## src/rtl/pu_msp430_per_arbiter.sv

```systemverilog
// pu_msp430_per_arbiter: two-master MSP430 peripheral bus arbiter with registered grant, burst limit and lock.
// Define PU_MSP430_PER_ARB_FIXED_PRIO_EN for fixed master-0 priority (burst limit on master 1 only).
module pu_msp430_per_arbiter #(
  parameter int MAX_BURST = 4,
  parameter int BURST_WD  = 4
) (
  input  logic        mclk,
  input  logic        puc_rst_n,
  input  logic        m0_req,
  input  logic        m0_lock,
  input  logic [13:0] m0_addr,
  input  logic [15:0] m0_din,
  input  logic [1:0]  m0_we,
  output logic        m0_gnt,
  output logic [15:0] m0_dout,
  input  logic        m1_req,
  input  logic        m1_lock,
  input  logic [13:0] m1_addr,
  input  logic [15:0] m1_din,
  input  logic [1:0]  m1_we,
  output logic        m1_gnt,
  output logic [15:0] m1_dout,
  output logic [13:0] per_addr,
  output logic [15:0] per_din,
  output logic        per_en,
  output logic [1:0]  per_we,
  input  logic [15:0] per_dout
);
  typedef enum logic [1:0] {IDLE, OWN0, OWN1} state_t;
  localparam logic [BURST_WD-1:0] BURST_MAX = BURST_WD'(MAX_BURST);
  localparam logic [BURST_WD-1:0] BURST_LIM = BURST_WD'(MAX_BURST - 1);
  state_t state, state_nxt;
  logic [BURST_WD-1:0] cnt, cnt_nxt;
  logic last, last_nxt, own0, own1, own_req, oth_req, own_lock, keep, tie_own0;
  always_comb begin
    own0 = state == OWN0;
    own1 = state == OWN1;
    own_req = own1 ? m1_req : m0_req;
    oth_req = own1 ? m0_req : m1_req;
    own_lock = own1 ? m1_lock : m0_lock;
`ifdef PU_MSP430_PER_ARB_FIXED_PRIO_EN
    tie_own0 = 1'b1;
    keep = own_req & (own0 | ~oth_req | own_lock | (cnt < BURST_LIM));
`else
    tie_own0 = last;
    keep = own_req & (~oth_req | own_lock | (cnt < BURST_LIM));
`endif
    // an owner that loses keep while requesting always has a requesting rival
    state_nxt = own0 ? (keep ? OWN0 : m1_req ? OWN1 : IDLE) :
                own1 ? (keep ? OWN1 : m0_req ? OWN0 : IDLE) :
                (m0_req & m1_req) ? (tie_own0 ? OWN0 : OWN1) :
                m0_req ? OWN0 : m1_req ? OWN1 : IDLE;
    cnt_nxt = (state_nxt != state || state == IDLE) ? '0 :
              (cnt == BURST_MAX) ? cnt : cnt + 1'b1;
    last_nxt = (state_nxt == OWN0) ? 1'b0 : (state_nxt == OWN1) ? 1'b1 : last;
  end
  always_ff @(posedge mclk or negedge puc_rst_n) begin
    if (!puc_rst_n) begin
      state <= IDLE;
      cnt   <= '0;
      last  <= 1'b1;
    end else begin
      state <= state_nxt;
      cnt   <= cnt_nxt;
      last  <= last_nxt;
    end
  end
  always_comb begin
    m0_gnt   = own0;
    m1_gnt   = own1;
    per_en   = own0 | own1;
    per_addr = own0 ? m0_addr : own1 ? m1_addr : '0;
    per_din  = own0 ? m0_din : own1 ? m1_din : '0;
    per_we   = own0 ? m0_we : own1 ? m1_we : '0;
    m0_dout  = (own0 && m0_we == 2'b00) ? per_dout : '0;
    m1_dout  = (own1 && m1_we == 2'b00) ? per_dout : '0;
  end
endmodule

```

## config.mk

```make
export PLATFORM = sky130hd
export DESIGN_NAME = pu_msp430_per_arbiter
export DESIGN_NICKNAME = d
export VERILOG_FILES = /design/src/rtl/pu_msp430_per_arbiter.sv
export SDC_FILE = /design/constraint.sdc
export NUM_CORES = 1
export LEC_CHECK = 0
export CAP_MARGIN = 5
export CORE_ASPECT_RATIO = 0.7
export CORE_MARGIN = 2
export CORE_UTILIZATION = 22
export DETAILED_ROUTE_END_ITERATION = 7
export PLACE_DENSITY = 0.79
export SLEW_MARGIN = 20
export SYNTH_ARGS = -nofsm -noshare
export SYNTH_HDL_FRONTEND = slang
export SYNTH_SLANG_ARGS = --single-unit
```

## constraint.sdc

```tcl
create_clock -name mclk -period 2 [get_ports mclk]
set_input_delay 0.2 -clock mclk [delete_from_list [all_inputs] [get_ports mclk]]
set_output_delay 0.2 -clock mclk [all_outputs]
set_load 0.005 [all_outputs]
```

==> metrics <==
clock insertion delay at the later pin of the skew report 0.23 ns; Vias/cell 4.59; initial antenna violation count 0; Worst Path Arrival 2.18 ns; leakage power 0.00149 uW; reg2reg setup slack -0.02 ns; number of flops mapped to enable cells by yosys 0; Cell variety after synth 33; half-perimeter wire length after detailed placement 4.44 mm; startpoint types flop; proportion of layout cells with a drive suffix above 1 0.320; flops & latches, synth 7; largest fanout on the critical path 12; Synth Flop Type sky130_fd_sc_hd__dfrtp_1; max-slew violation count 0; fill cell count 416; cell area power density 754 mW/mm^2; Tightest Pin Transition 0.347 ns; max-cap violation count 0; category of the worst setup path capture point flop; Clk Tree Root Cell sky130_fd_sc_hd__clkbuf_8; post-layout util 0.663; most frequent cells in the layout 88 x sky130_fd_sc_hd__clkdlybuf4s50_1, 35 x sky130_fd_sc_hd__dlygate4sd2_1, 30 x sky130_fd_sc_hd__a22o_1; Mapped Nets 229; violations in the final reports negative setup slack; total congestion overflow 0; core footprint 0.00478 mm^2; pin count of the biggest net entering global routing 19; total clock buffers created by CTS 3; Max IR drop VDD 348 uV; # clock sinks 7; final routed wire length divided by cell count 15.7 um; Peak Freq 0.495 GHz; DP Worst Slack -0.113 ns; startpoint-to-endpoint class of the critical path flop to flop; minimum clock period 2.02 ns; sequential element share of the synthesized area 0.162; H-tree depth reported by CTS 1; unrepaired setup endpoints after global routing yes; Ys Warns 0; initial detailed-routing violation count 50; top-level port count 153; total number of vias 1795; CTS clock-pin slew for the worst setup and hold paths 0.04 ns; final hold slack 0.231 ns; TritonRoute pass-1 iters 4; layout-stage area growth over the synthesis result 191%; number of endpoints with negative hold slack in the final report 0; Detail Route Antenna Nets 0; wire length of the first global-routing pass 9.06 mm; Clock Path Buffers 2; die outline width 88.1 um; vias in the first global route 1873; DRC viols 0; share of synthesized flip-flops with an asynchronous set or reset 1.00; synthesized cell area 0.00109 mm^2; Final Instance Area 0.00317 mm^2; TritonCTS clock tree done; ratio of final minimum period to clock period 1.01; most frequent standard cell in the layout excluding fill and tap cells sky130_fd_sc_hd__clkdlybuf4s50_1; die footprint 0.00554 mm^2; number of buffers inserted by port buffering 152; fin nets 415; tightest slew margin relative to the limit 0.767; post-layout worst setup margin -0.0218 ns; overall track demand over capacity in global routing 0.206; cts-stage hold buffer count 0; data required time at the worst endpoint 2.16 ns; area after detailed placement 0.00282 mm^2; Antenna Diode Count 0; height of the chip 62.9 um; worst clock skew on the final layout 0.00485 ns; # setup viols final 5; overall power 2390 uW; run status finished, violations left; number of standard cells after synthesis 137; standard-cell row count 21; Post-Synthesis Mean Instance Area 7.95 um^2; worst hold path class primary input to async pin; total wire length after detailed routing 6.15 mm; final RePlAce weighted congestion 0.825; starting utilization of the core area 0.228
-- per-stage QoR --
| stage | cells | setup TNS [ns] |
|---|---|---|
| after floorplan | 137 | 0 |
| after global placement | 368 | -0.0372 |
| after detailed placement | 368 | -0.319 |
| after CTS | 390 | -0.487 |
| after global routing | 391 | -0.520 |
| final | 391 | -0.0592 |
-- critical path: stages (launching register included) --
cell and delay, ns:
sky130_fd_sc_hd__dfrtp_1 0.39, sky130_fd_sc_hd__buf_6 0.13, sky130_fd_sc_hd__ha_4 0.16, sky130_fd_sc_hd__inv_4 0.08, sky130_fd_sc_hd__nor2_4 0.06, sky130_fd_sc_hd__buf_12 0.12, sky130_fd_sc_hd__buf_16 0.13, sky130_fd_sc_hd__a221o_2 0.46
sky130_fd_sc_hd__ha_4 0.31, sky130_fd_sc_hd__nand2_2 0.05, sky130_fd_sc_hd__o21ai_2 0.05
-- final timing paths --
check,start,end,depth (start not counted)
hold / removal,puc_rst_n,cnt[2],1
setup reg to reg,state[1],last,10
hold reg to reg,last,last,2
setup / recovery,state[1],last,10
max in group asynchronous,puc_rst_n,last,1
min in group mclk,last,last,2
-- state kept, by name, summed over array words and instances (netlist names) --
name and flops:
cnt 4, last 1, state 2
-- final cells by class --
| type | instances | area [um^2] | share of cell area |
|---|---|---|---|
| Tap cell | 69 | 86.3 | 0.0272 |
| Timing Repair Buffer | 190 | 1770 | 0.558 |
| Inverter | 6 | 25.0 | 0.00789 |
| Clock buffer | 4 | 45.0 | 0.0142 |
| Multi-Input combinational cell | 115 | 1070 | 0.337 |
| Sequential cell | 7 | 176 | 0.0556 |
-- kinds of logic after synthesis --
group                      after synthesis  synth area share
muxes                                    1           0.00920
DFF                                      7             0.162
xor gates and xnor gates                 2            0.0161
and+or+nand+nor                         63             0.357
AOI/OAI and AO/OA                       43             0.333
adders and majority gates                6            0.0690
buffers and inverters                   15            0.0529
-- where the power goes --
part | switching, uW | internal [uW] | leakage (uW)
registers | 35.0 | 186 | 0.0000906
clock network | 62.2 | 138 | 0.0000228
logic | 826 | 1150 | 0.00138
-- what timing repair did --
item | in CTS | in global routing
pin swaps | 10 | 17
setup endpoints to repair | 68 | 34
gates cloned | 3 | 0
setup buffers | 16 | 3
resized for setup | 128 | 64
-- cells in the mapped netlist (all sizes together), types with 3 or more instances --
master | number | area (um^2)
a22o | 30 | 263
inv | 6 | 22.5
nor3 | 6 | 30.0
nand3 | 3 | 15.0
clkbuf | 8 | 30.0
and2 | 32 | 200
nor4 | 4 | 40.0
o21ai | 4 | 20.0
ha | 6 | 75.1
nor2 | 3 | 13.8
nand2 | 6 | 22.5
dfrtp | 6 | 150
-- layer usage --
layer | track usage | share of wire | vias up
li1 | - | - | 879
met1 | 0.242 | 0.40 | 827
met2 | 0.383 | 0.51 | 83
met3 | 0.0383 | 0.090 | 6
met4 | 0.0436 | 0.0068 | 0
met5 | 0 | 0 | -
Power figures use the tool's default switching activity.
